[src/rtl/charset_loader_pkg.sv]
// Shared types and constants for the charset loader.
// S_CSUM is only present when CHARSET_CSUM_EN is defined.
package charset_loader_pkg;

  localparam int LEN_W = 9;
  localparam logic [LEN_W-1:0] LEN_ZERO_IS_256 = 9'd256;

  typedef enum logic [1:0] {
    S_LEN  = 2'd0,
    S_DATA = 2'd1,
`ifdef CHARSET_CSUM_EN
    S_CSUM = 2'd2,
`endif
    S_DONE = 2'd3
  } state_t;

  // A length byte of zero stands for a full 256-entry charset.
  function automatic logic [LEN_W-1:0] decode_len(input logic [7:0] len_byte);
    return (len_byte == 8'd0) ? LEN_ZERO_IS_256 : {1'b0, len_byte};
  endfunction

endpackage

[src/rtl/charset_timeout.sv]
// Idle-cycle counter for the charset loader; expired pulses on the cycle
// that would complete TIMEOUT consecutive enabled cycles.
module charset_timeout #(
  parameter int TIMEOUT = 1048575
) (
  input  logic clk,
  input  logic rst_n,
  input  logic clear,
  input  logic enable,
  output logic expired
);

  localparam int W = (TIMEOUT > 1) ? $clog2(TIMEOUT) : 1;

  logic [W-1:0] cnt_q, cnt_d;

  assign expired = enable && (cnt_q == W'(TIMEOUT - 1));

  always_comb begin
    cnt_d = cnt_q;
    if (clear) begin
      cnt_d = '0;
    end else if (enable && !expired) begin
      cnt_d = cnt_q + W'(1);
    end
  end

  always_ff @(posedge clk or negedge rst_n) begin
    if (!rst_n) begin
      cnt_q <= '0;
    end else begin
      cnt_q <= cnt_d;
    end
  end

endmodule

[src/rtl/charset_loader.sv]
// Frame parser that loads a character map from a host byte stream.
// Define CHARSET_CSUM_EN to require a trailing XOR check byte per frame.
module charset_loader
  import charset_loader_pkg::*;
#(
  parameter int TIMEOUT = 1048575
) (
  input  logic             clk,
  input  logic             rst_n,
  input  logic             in_valid,
  input  logic [7:0]       in_data,
  output logic             in_ready,
  output logic             wr_enable,
  output logic [7:0]       char_pos_wr,
  output logic [7:0]       char_val_wr,
  output logic [LEN_W-1:0] charset_len,
  output logic             load_done,
  output logic             load_err
);

  state_t           state_q, state_d;
  logic [LEN_W-1:0] idx_q, idx_d;
  logic [LEN_W-1:0] len_q, len_d;
  logic [LEN_W-1:0] charset_len_q, charset_len_d;
  logic             done_q, done_d;
  logic             err_q, err_d;
  logic             wr_en_q, wr_en_d;
  logic [7:0]       pos_q, pos_d;
  logic [7:0]       val_q, val_d;
`ifdef CHARSET_CSUM_EN
  logic [7:0]       csum_q, csum_d;
`endif

  logic accept;
  logic counting;
  logic tmo_enable;
  logic tmo_expired;

  assign in_ready = (state_q != S_DONE);
  assign accept   = in_valid && in_ready;

`ifdef CHARSET_CSUM_EN
  assign counting = (state_q == S_DATA) || (state_q == S_CSUM);
`else
  assign counting = (state_q == S_DATA);
`endif
  assign tmo_enable = counting && !accept;

  charset_timeout #(.TIMEOUT(TIMEOUT)) u_timeout (
    .clk     (clk),
    .rst_n   (rst_n),
    .clear   (!tmo_enable),
    .enable  (tmo_enable),
    .expired (tmo_expired)
  );

  always_comb begin
    state_d       = state_q;
    idx_d         = idx_q;
    len_d         = len_q;
    charset_len_d = charset_len_q;
    done_d        = done_q;
    err_d         = err_q;
    wr_en_d       = 1'b0;
    pos_d         = pos_q;
    val_d         = val_q;
`ifdef CHARSET_CSUM_EN
    csum_d        = csum_q;
`endif
    case (state_q)
      S_LEN: begin
        if (accept) begin
          len_d   = decode_len(in_data);
          idx_d   = '0;
          done_d  = 1'b0;
          err_d   = 1'b0;
`ifdef CHARSET_CSUM_EN
          csum_d  = in_data;
`endif
          state_d = S_DATA;
        end
      end
      S_DATA: begin
        if (accept) begin
          wr_en_d = 1'b1;
          pos_d   = idx_q[7:0];
          val_d   = in_data;
          idx_d   = idx_q + 9'd1;
`ifdef CHARSET_CSUM_EN
          csum_d  = csum_q ^ in_data;
`endif
          if ((idx_q + 9'd1) == len_q) begin
`ifdef CHARSET_CSUM_EN
            state_d = S_CSUM;
`else
            state_d = S_DONE;
`endif
          end
        end else if (tmo_expired) begin
          err_d   = 1'b1;
          state_d = S_LEN;
        end
      end
`ifdef CHARSET_CSUM_EN
      S_CSUM: begin
        if (accept) begin
          if (in_data == csum_q) begin
            state_d = S_DONE;
          end else begin
            err_d   = 1'b1;
            state_d = S_LEN;
          end
        end else if (tmo_expired) begin
          err_d   = 1'b1;
          state_d = S_LEN;
        end
      end
`endif
      S_DONE: begin
        charset_len_d = len_q;
        done_d        = 1'b1;
        state_d       = S_LEN;
      end
      default: state_d = S_LEN;
    endcase
  end

  always_ff @(posedge clk or negedge rst_n) begin
    if (!rst_n) begin
      state_q       <= S_LEN;
      idx_q         <= '0;
      len_q         <= '0;
      charset_len_q <= '0;
      done_q        <= 1'b0;
      err_q         <= 1'b0;
      wr_en_q       <= 1'b0;
      pos_q         <= '0;
      val_q         <= '0;
`ifdef CHARSET_CSUM_EN
      csum_q        <= '0;
`endif
    end else begin
      state_q       <= state_d;
      idx_q         <= idx_d;
      len_q         <= len_d;
      charset_len_q <= charset_len_d;
      done_q        <= done_d;
      err_q         <= err_d;
      wr_en_q       <= wr_en_d;
      pos_q         <= pos_d;
      val_q         <= val_d;
`ifdef CHARSET_CSUM_EN
      csum_q        <= csum_d;
`endif
    end
  end

  assign wr_enable   = wr_en_q;
  assign char_pos_wr = pos_q;
  assign char_val_wr = val_q;
  assign charset_len = charset_len_q;
  assign load_done   = done_q;
  assign load_err    = err_q;

endmodule
[config.mk]
export PLATFORM = sky130hd
export DESIGN_NAME = charset_loader
export DESIGN_NICKNAME = d
export VERILOG_FILES = /design/src/rtl/charset_loader_pkg.sv /design/src/rtl/charset_timeout.sv /design/src/rtl/charset_loader.sv
export SDC_FILE = /design/constraint.sdc
export NUM_CORES = 1
export LEC_CHECK = 0
export ABC_CLOCK_PERIOD_IN_PS = 1830
export CAP_MARGIN = 30
export CELL_PAD_IN_SITES_DETAIL_PLACEMENT = 1
export CELL_PAD_IN_SITES_GLOBAL_PLACEMENT = 1
export CORE_MARGIN = 2
export CORE_UTILIZATION = 46
export CTS_BUF_LIST = sky130_fd_sc_hd__clkbuf_4
export DETAILED_ROUTE_END_ITERATION = 6
export PLACE_DENSITY = 0.85
export SLEW_MARGIN = 40
export SYNTH_ARGS = -nofsm -noshare
export SYNTH_HDL_FRONTEND = slang
export SYNTH_SLANG_ARGS = --single-unit
[constraint.sdc]
create_clock -name clk -period 1.83 [get_ports clk]
set_input_delay 0.366 -clock clk [delete_from_list [all_inputs] [get_ports clk]]
set_output_delay 0.366 -clock clk [all_outputs]
set_load 0.05 [all_outputs]
# --- Word-level counts from Yosys, hierarchy flattened ---
# Cells that the tools add are included.
classes:
  n_eq_ne: 12
  n_addsub: 2
  n_mux: 18
  n_reduce_logical: 16
op_table:
  columns: ["operator", "count"]
  rows:
  - ["$mux W20", 2]
  - ["$mux W9", 3]
  - ["$add A20 B1 Y20 const B", 1]
  - ["$eq A20 B20 Y1 const B", 1]
  - ["$pmux W9 S2", 1]
  - ["$ne A2 B2 Y1 const B", 5]
  - ["$add A9 B1 Y9 const B", 1]
  - ["$eq A9 B9 Y1", 1]
  - ["$logic_not A8 Y1", 1]
  - ["$mux W2", 4]
  - ["$ne A3 B2 Y1 const B", 2]
  - ["$reduce_and A2 Y1", 3]
  - ["$reduce_and A3 Y1", 2]
  - ["$mux W1", 5]
  - ["$logic_and A1 B1 Y1", 4]
  - ["$pmux W1 S2", 2]
  - ["$pmux W2 S2", 1]
  - ["$reduce_and A4 Y1", 1]
  - ["$reduce_bool A2 Y1", 2]
  - ["$eq A2 B1 Y1 const B", 1]
  - ["$eq A2 B2 Y1 const B", 1]
  - ["$logic_not A1 Y1", 2]
  - ["$logic_not A2 Y1", 1]
  - ["$ne A2 B1 Y1 const B", 1]
word_totals:
  reg_bits: 68
  wordCells: 58
  output_inout_bits: 29
  inputBits: 11

# --- Longest topological paths before layout ---
depth:
  depth_word: 9
  depth_mapped: 8
  mapped_depth_nobuf: 6

# --- Hierarchy ---
# A second synthesis with hierarchy kept.
unflattened:
  cells_unflattened: 323
  hier_area_um2: 3528.4
by_module_without_submodules:
  columns: ["mod", "n_inst", "cells_per_inst", "area_per_inst_um2"]
  rows:
  - ["charset_loader", 1, 204, 2299.7]
  - ["charset_timeout", 1, 119, 1228.7]

# --- Worst setup path after synthesis ---
# OpenSTA, ideal clock, no wires.
synth_path:
  path_type: "reg2reg"
  startpoint: "register idx_q[0]"
  endpoint: "register state_q[1]"
  n_path_buf: 0
  arrival_ns: 1.566
  slack_ns: 0.138
  path_stages_with_launch: 6
  required_ns: 1.705
  cell_sequence: "dfrtp_1 > ha_1 > nand3_1 > nor4_1 > a211oi_1 > a2111oi_0"
synth_via:
  elab_chain_len: 4
synth_lines:
  columns: ["element", "line_no", "text"]
  rows:
  - ["from (decl)", "charset_loader.sv:22", "logic [LEN_W-1:0] idx_q, idx_d;"]
  - ["from (signal assigned)", "charset_loader.sv:144", "idx_q <= idx_d;"]
  - ["$add A9 B1 Y9", "charset_loader.sv:92", "if ((idx_q + 9'd1) == len_q) begin"]
  - ["$eq A9 B9 Y1", "charset_loader.sv:92", null]
  - ["$ne A3 B2 Y1 (no line)", null, null]
  - ["$reduce_and A3 Y1 (no line)", null, null]
  - ["to (signal assigned)", "charset_loader.sv:143", "state_q <= state_d;"]
  - ["to (decl)", "charset_loader.sv:21", "state_t state_q, state_d;"]
# Every way passes these cells.
# A chain may end at the register's enable or synchronous reset.

# --- Worst setup path in the final report ---
layout_path:
  startpoint: "register u_timeout.cnt_q[1]"
  endpoint: "register u_timeout.cnt_q[14]"
layout_via:
  elab_chain_len: 5
  word_cells_on_any_way: 8
layout_lines:
  columns: ["element", "line_no", "text"]
  rows:
  - ["from (decl)", "charset_timeout.sv:15", "logic [W-1:0] cnt_q, cnt_d;"]
  - ["from (signal assigned)", "charset_timeout.sv:32", "cnt_q <= cnt_d;"]
  - ["branches (longest 5 deep; another with $add A20 B1 Y20)", null, null]
# Parallel ways; which one is timed is not known. The select of a mux whose other input is x is not followed.

==> impl_metrics.py <==
metrics = {
    "status": {
        "outcome": "finished, final reports clean",
    },
    "clocking": {
        "clock-sinks": 68,
        "ctsHtreeMaxLevel": 3,
        "clk_latency_ps": 440,
        "clock_path_buffers": 2,
        "clk_pin_slew_ps": 130,
        "cts-root-buf": "clkbuf_4",
        "cts_buffers": 9,
        "cts_tree": "done",
    },
    "yosys": {
        "ys_warn_count": 0,
        "seq_area_frac_synth_pct": 50.4,
        "syn-cell-area_sq_mm": 0.00338,
        "ys_types": 48,
        "synth_top_area_share_pct": 50.4,
        "yosys-top-cells-area": "dfrtp_1 50%, mux2_2 8.7%, nand2_1 4.1%",
        "yosysTopAreaCell": "dfrtp_1",
        "synth-seq-cells": 68,
        "synth.avg_cell_area_sq_um": 10.6,
        "synth_nets": 332,
        "netlist_instances": 318,
    },
    "sta": {
        "finClkSkew_ps": 16.3,
        "hold_ws_ps": 377,
        "hold_violations": 0,
        "relSlewSlack_pct": 68.0,
        "period_share_pct": 96.7,
        "fin_crit_ps": 1770,
        "setup_viol": 0,
        "slew_violations": 0,
        "worstMarginPinSlew_ps": 482,
        "fin_setup_tns_ps": 0,
        "fmax_mhz": 565,
    },
    "global_route": {
        "grt_max_degree": 27,
        "grt_pass1_vias": 2957,
        "grt-ovfl-total": 0,
        "grt_pass1_wl_microns": 15200,
        "antenna_found_initial": 0,
        "grtUsageTotal_pct": 25.5,
    },
    "cells_and_area": {
        "final_cell_mix": "67 x dfrtp_1, 54 x buf_4, 36 x nand2_1",
        "fin_cells": 484,
        "drive_above_1_share_pct": 30.9,
        "layout.nets": 394,
        "mostFrequentLayoutCell": "dfrtp_1",
        "syn2layout_area_growth_pct": 26.5,
        "diodes": 0,
        "fillers": 790,
        "fin_area_sq_mm": 0.00427,
    },
    "routing": {
        "dr.pass1.iters": 4,
        "viasPerCell": 5.82,
        "finalWirelength_microns": 10300,
        "drc": 0,
        "avgRoutedWirePerCell_microns": 21.2,
        "vias": 2818,
        "drtIter0Drc": 162,
        "postRouteAntennaNets": 0,
    },
    "placed_design": {
        "dp.cells": 464,
        "dpl_cell_area_sq_mm": 0.00398,
        "hpwl_microns": 6610,
        "gp_congestion": 0.828,
        "io_buffers": 39,
    },
    "setup_path": {
        "cp_max_fo": 6,
        "critPathCaptureType": "flop",
        "worst_setup_path_start_kind": "flop",
        "critical_path_class": "reg -> reg",
        "arrival_ps": 2150,
        "crit_required_ps": 2210,
    },
    "pwr": {
        "power.static_leakage_nw": 1.90,
        "p_sw_mw": 1.98,
        "p_seq_share_pct": 40.0,
        "power_density_mw_per_mm2": 1190,
        "clockPowerShare_pct": 26.2,
        "combPwrFrac_pct": 33.9,
        "switching_share_pct": 39.2,
        "peakVddDrop_mv": 0.647,
        "internal-power_mw": 3.08,
    },
    "floorplanning": {
        "die_h_microns": 89.7,
        "ios": 40,
        "fp.dieW_microns": 89.7,
        "dieArea_sq_mm": 0.00804,
        "start_util_pct": 47.0,
        "core_sq_mm": 0.00718,
        "fp-row-count": 31,
    },
    "job": {
        "drv_cap": 0,
    },
    "worst_hold_path": {
        "hp-class": "in -> async",
    },
}
## metrics by stage
step           power [mW]  setup slack [ps]  utilization [%]
5_1_grt              5.27             -26.0             59.5
3_3_place_gp         3.52             -74.5             55.4
3_5_place_dp         3.64              -157             55.4
6_report             5.06              60.4             59.5
2_1_floorplan        3.07               138                -
4_1_cts              5.00              6.83             58.6
## cell type report
| cell class | instances | area [sq um] | share of cell area (%) |
|---|---|---|---|
| inverters | 6 | 22.5 | 0.527 |
| well taps | 99 | 124 | 2.90 |
| flip-flops and latches | 68 | 1700 | 39.9 |
| clock inverters | 7 | 125 | 2.93 |
| multi-input cells | 225 | 1640 | 38.4 |
| repair buffers | 70 | 591 | 13.8 |
| clock buffers | 9 | 67.6 | 1.58 |
## logic make-up after synthesis
| group | Yosys count | share of synthesized area, % |
|---|---|---|
| adder cells (fa/ha/maj) | 3 | 1.11 |
| multiplexers | 44 | 14.2 |
| buffers and inverters | 25 | 3.15 |
| flip-flops | 68 | 50.4 |
| XOR/XNOR | 11 | 2.85 |
| AO/OA/AOI/OAI | 55 | 10.0 |
| AND/OR/NAND/NOR | 112 | 18.2 |
## flip-flops by register name (all words and copies together) (netlist names)
register	cells
u_timeout.cnt_q	20
charset_len	9
idx_q	9
len_q	9
char_pos_wr	8
char_val_wr	8
state_q	2
load_done	1
load_err	1
wr_enable	1
## Yosys cell counts (all sizes together)
cell     count
nand4bb      3
and4b        2
nand2b       9
o31ai        2
inv          6
or3          4
a2111oi      1
and2         5
or4          1
a211oi       5
o211ai       1
o21ai       19
nor4         4
nand4        3
xnor2        7
clkbuf       9
a21oi       17
nor2b        1
dfrtp       68
or4b         1
nor2        11
and4         1
nor3b        1
nand2       37
o41ai        1
o221a        1
xor2         4
nor3        11
mux2i       12
nor4b        1
buf         10
nand3b       2
a31o         1
a31oi        3
a311o        1
nand3        9
nand4b       2
ha           3
a22o         1
mux2        32
a2111o       2
and3         4
## path summary, 6_finish.rpt
path / to / slack (ps) / start / depth (start not counted)
max in group asynchronous: idx_q[2] / 760 / rst_n / 4
hold / removal: u_timeout.cnt_q[15] / 380 / rst_n / 2
min in group clk: char_pos_wr[2] / 500 / char_pos_wr[2] / 1
setup / recovery: u_timeout.cnt_q[14] / 60 / u_timeout.cnt_q[1] / 5
hold reg to reg: char_pos_wr[2] / 500 / char_pos_wr[2] / 1
setup reg to reg: u_timeout.cnt_q[14] / 60 / u_timeout.cnt_q[1] / 5
## power by group through the flow
stage	registers (mW)	clock network, mW	logic, mW
2_1_floorplan	2.32	0	0.755
3_3_place_gp	2.00	0	1.52
3_5_place_dp	2.03	0	1.61
4_1_cts	2.00	1.32	1.67
5_1_grt	2.05	1.39	1.82
6_report	2.02	1.32	1.71
## layer usage
metal  vias to the layer above  track usage, %  part of all wire [%]
met2                        58            43.2                    52
met3                        30            5.12                   2.8
met4                         0            10.2                   3.5
met1                      1460            31.8                    42
li1                       1270               -                     -
met5                         -               0                     0
## timing repair
item,4_1_cts,5_1_grt
buffers inserted,0,3
pin swaps,0,2
endpoints found under the hold margin,15,0
hold buffers,1,0
endpoints found under the setup margin,6,10
resized for setup,6,11
## critical path, cell delays in order, from the launching register on
cell       delay, ps
dfrtp_1          420
ha_2             230
and3_2           230
nand4bb_4        170
or4_4            510
a21oi_2          150
No activity file was read; power rests on OpenSTA's default activity.
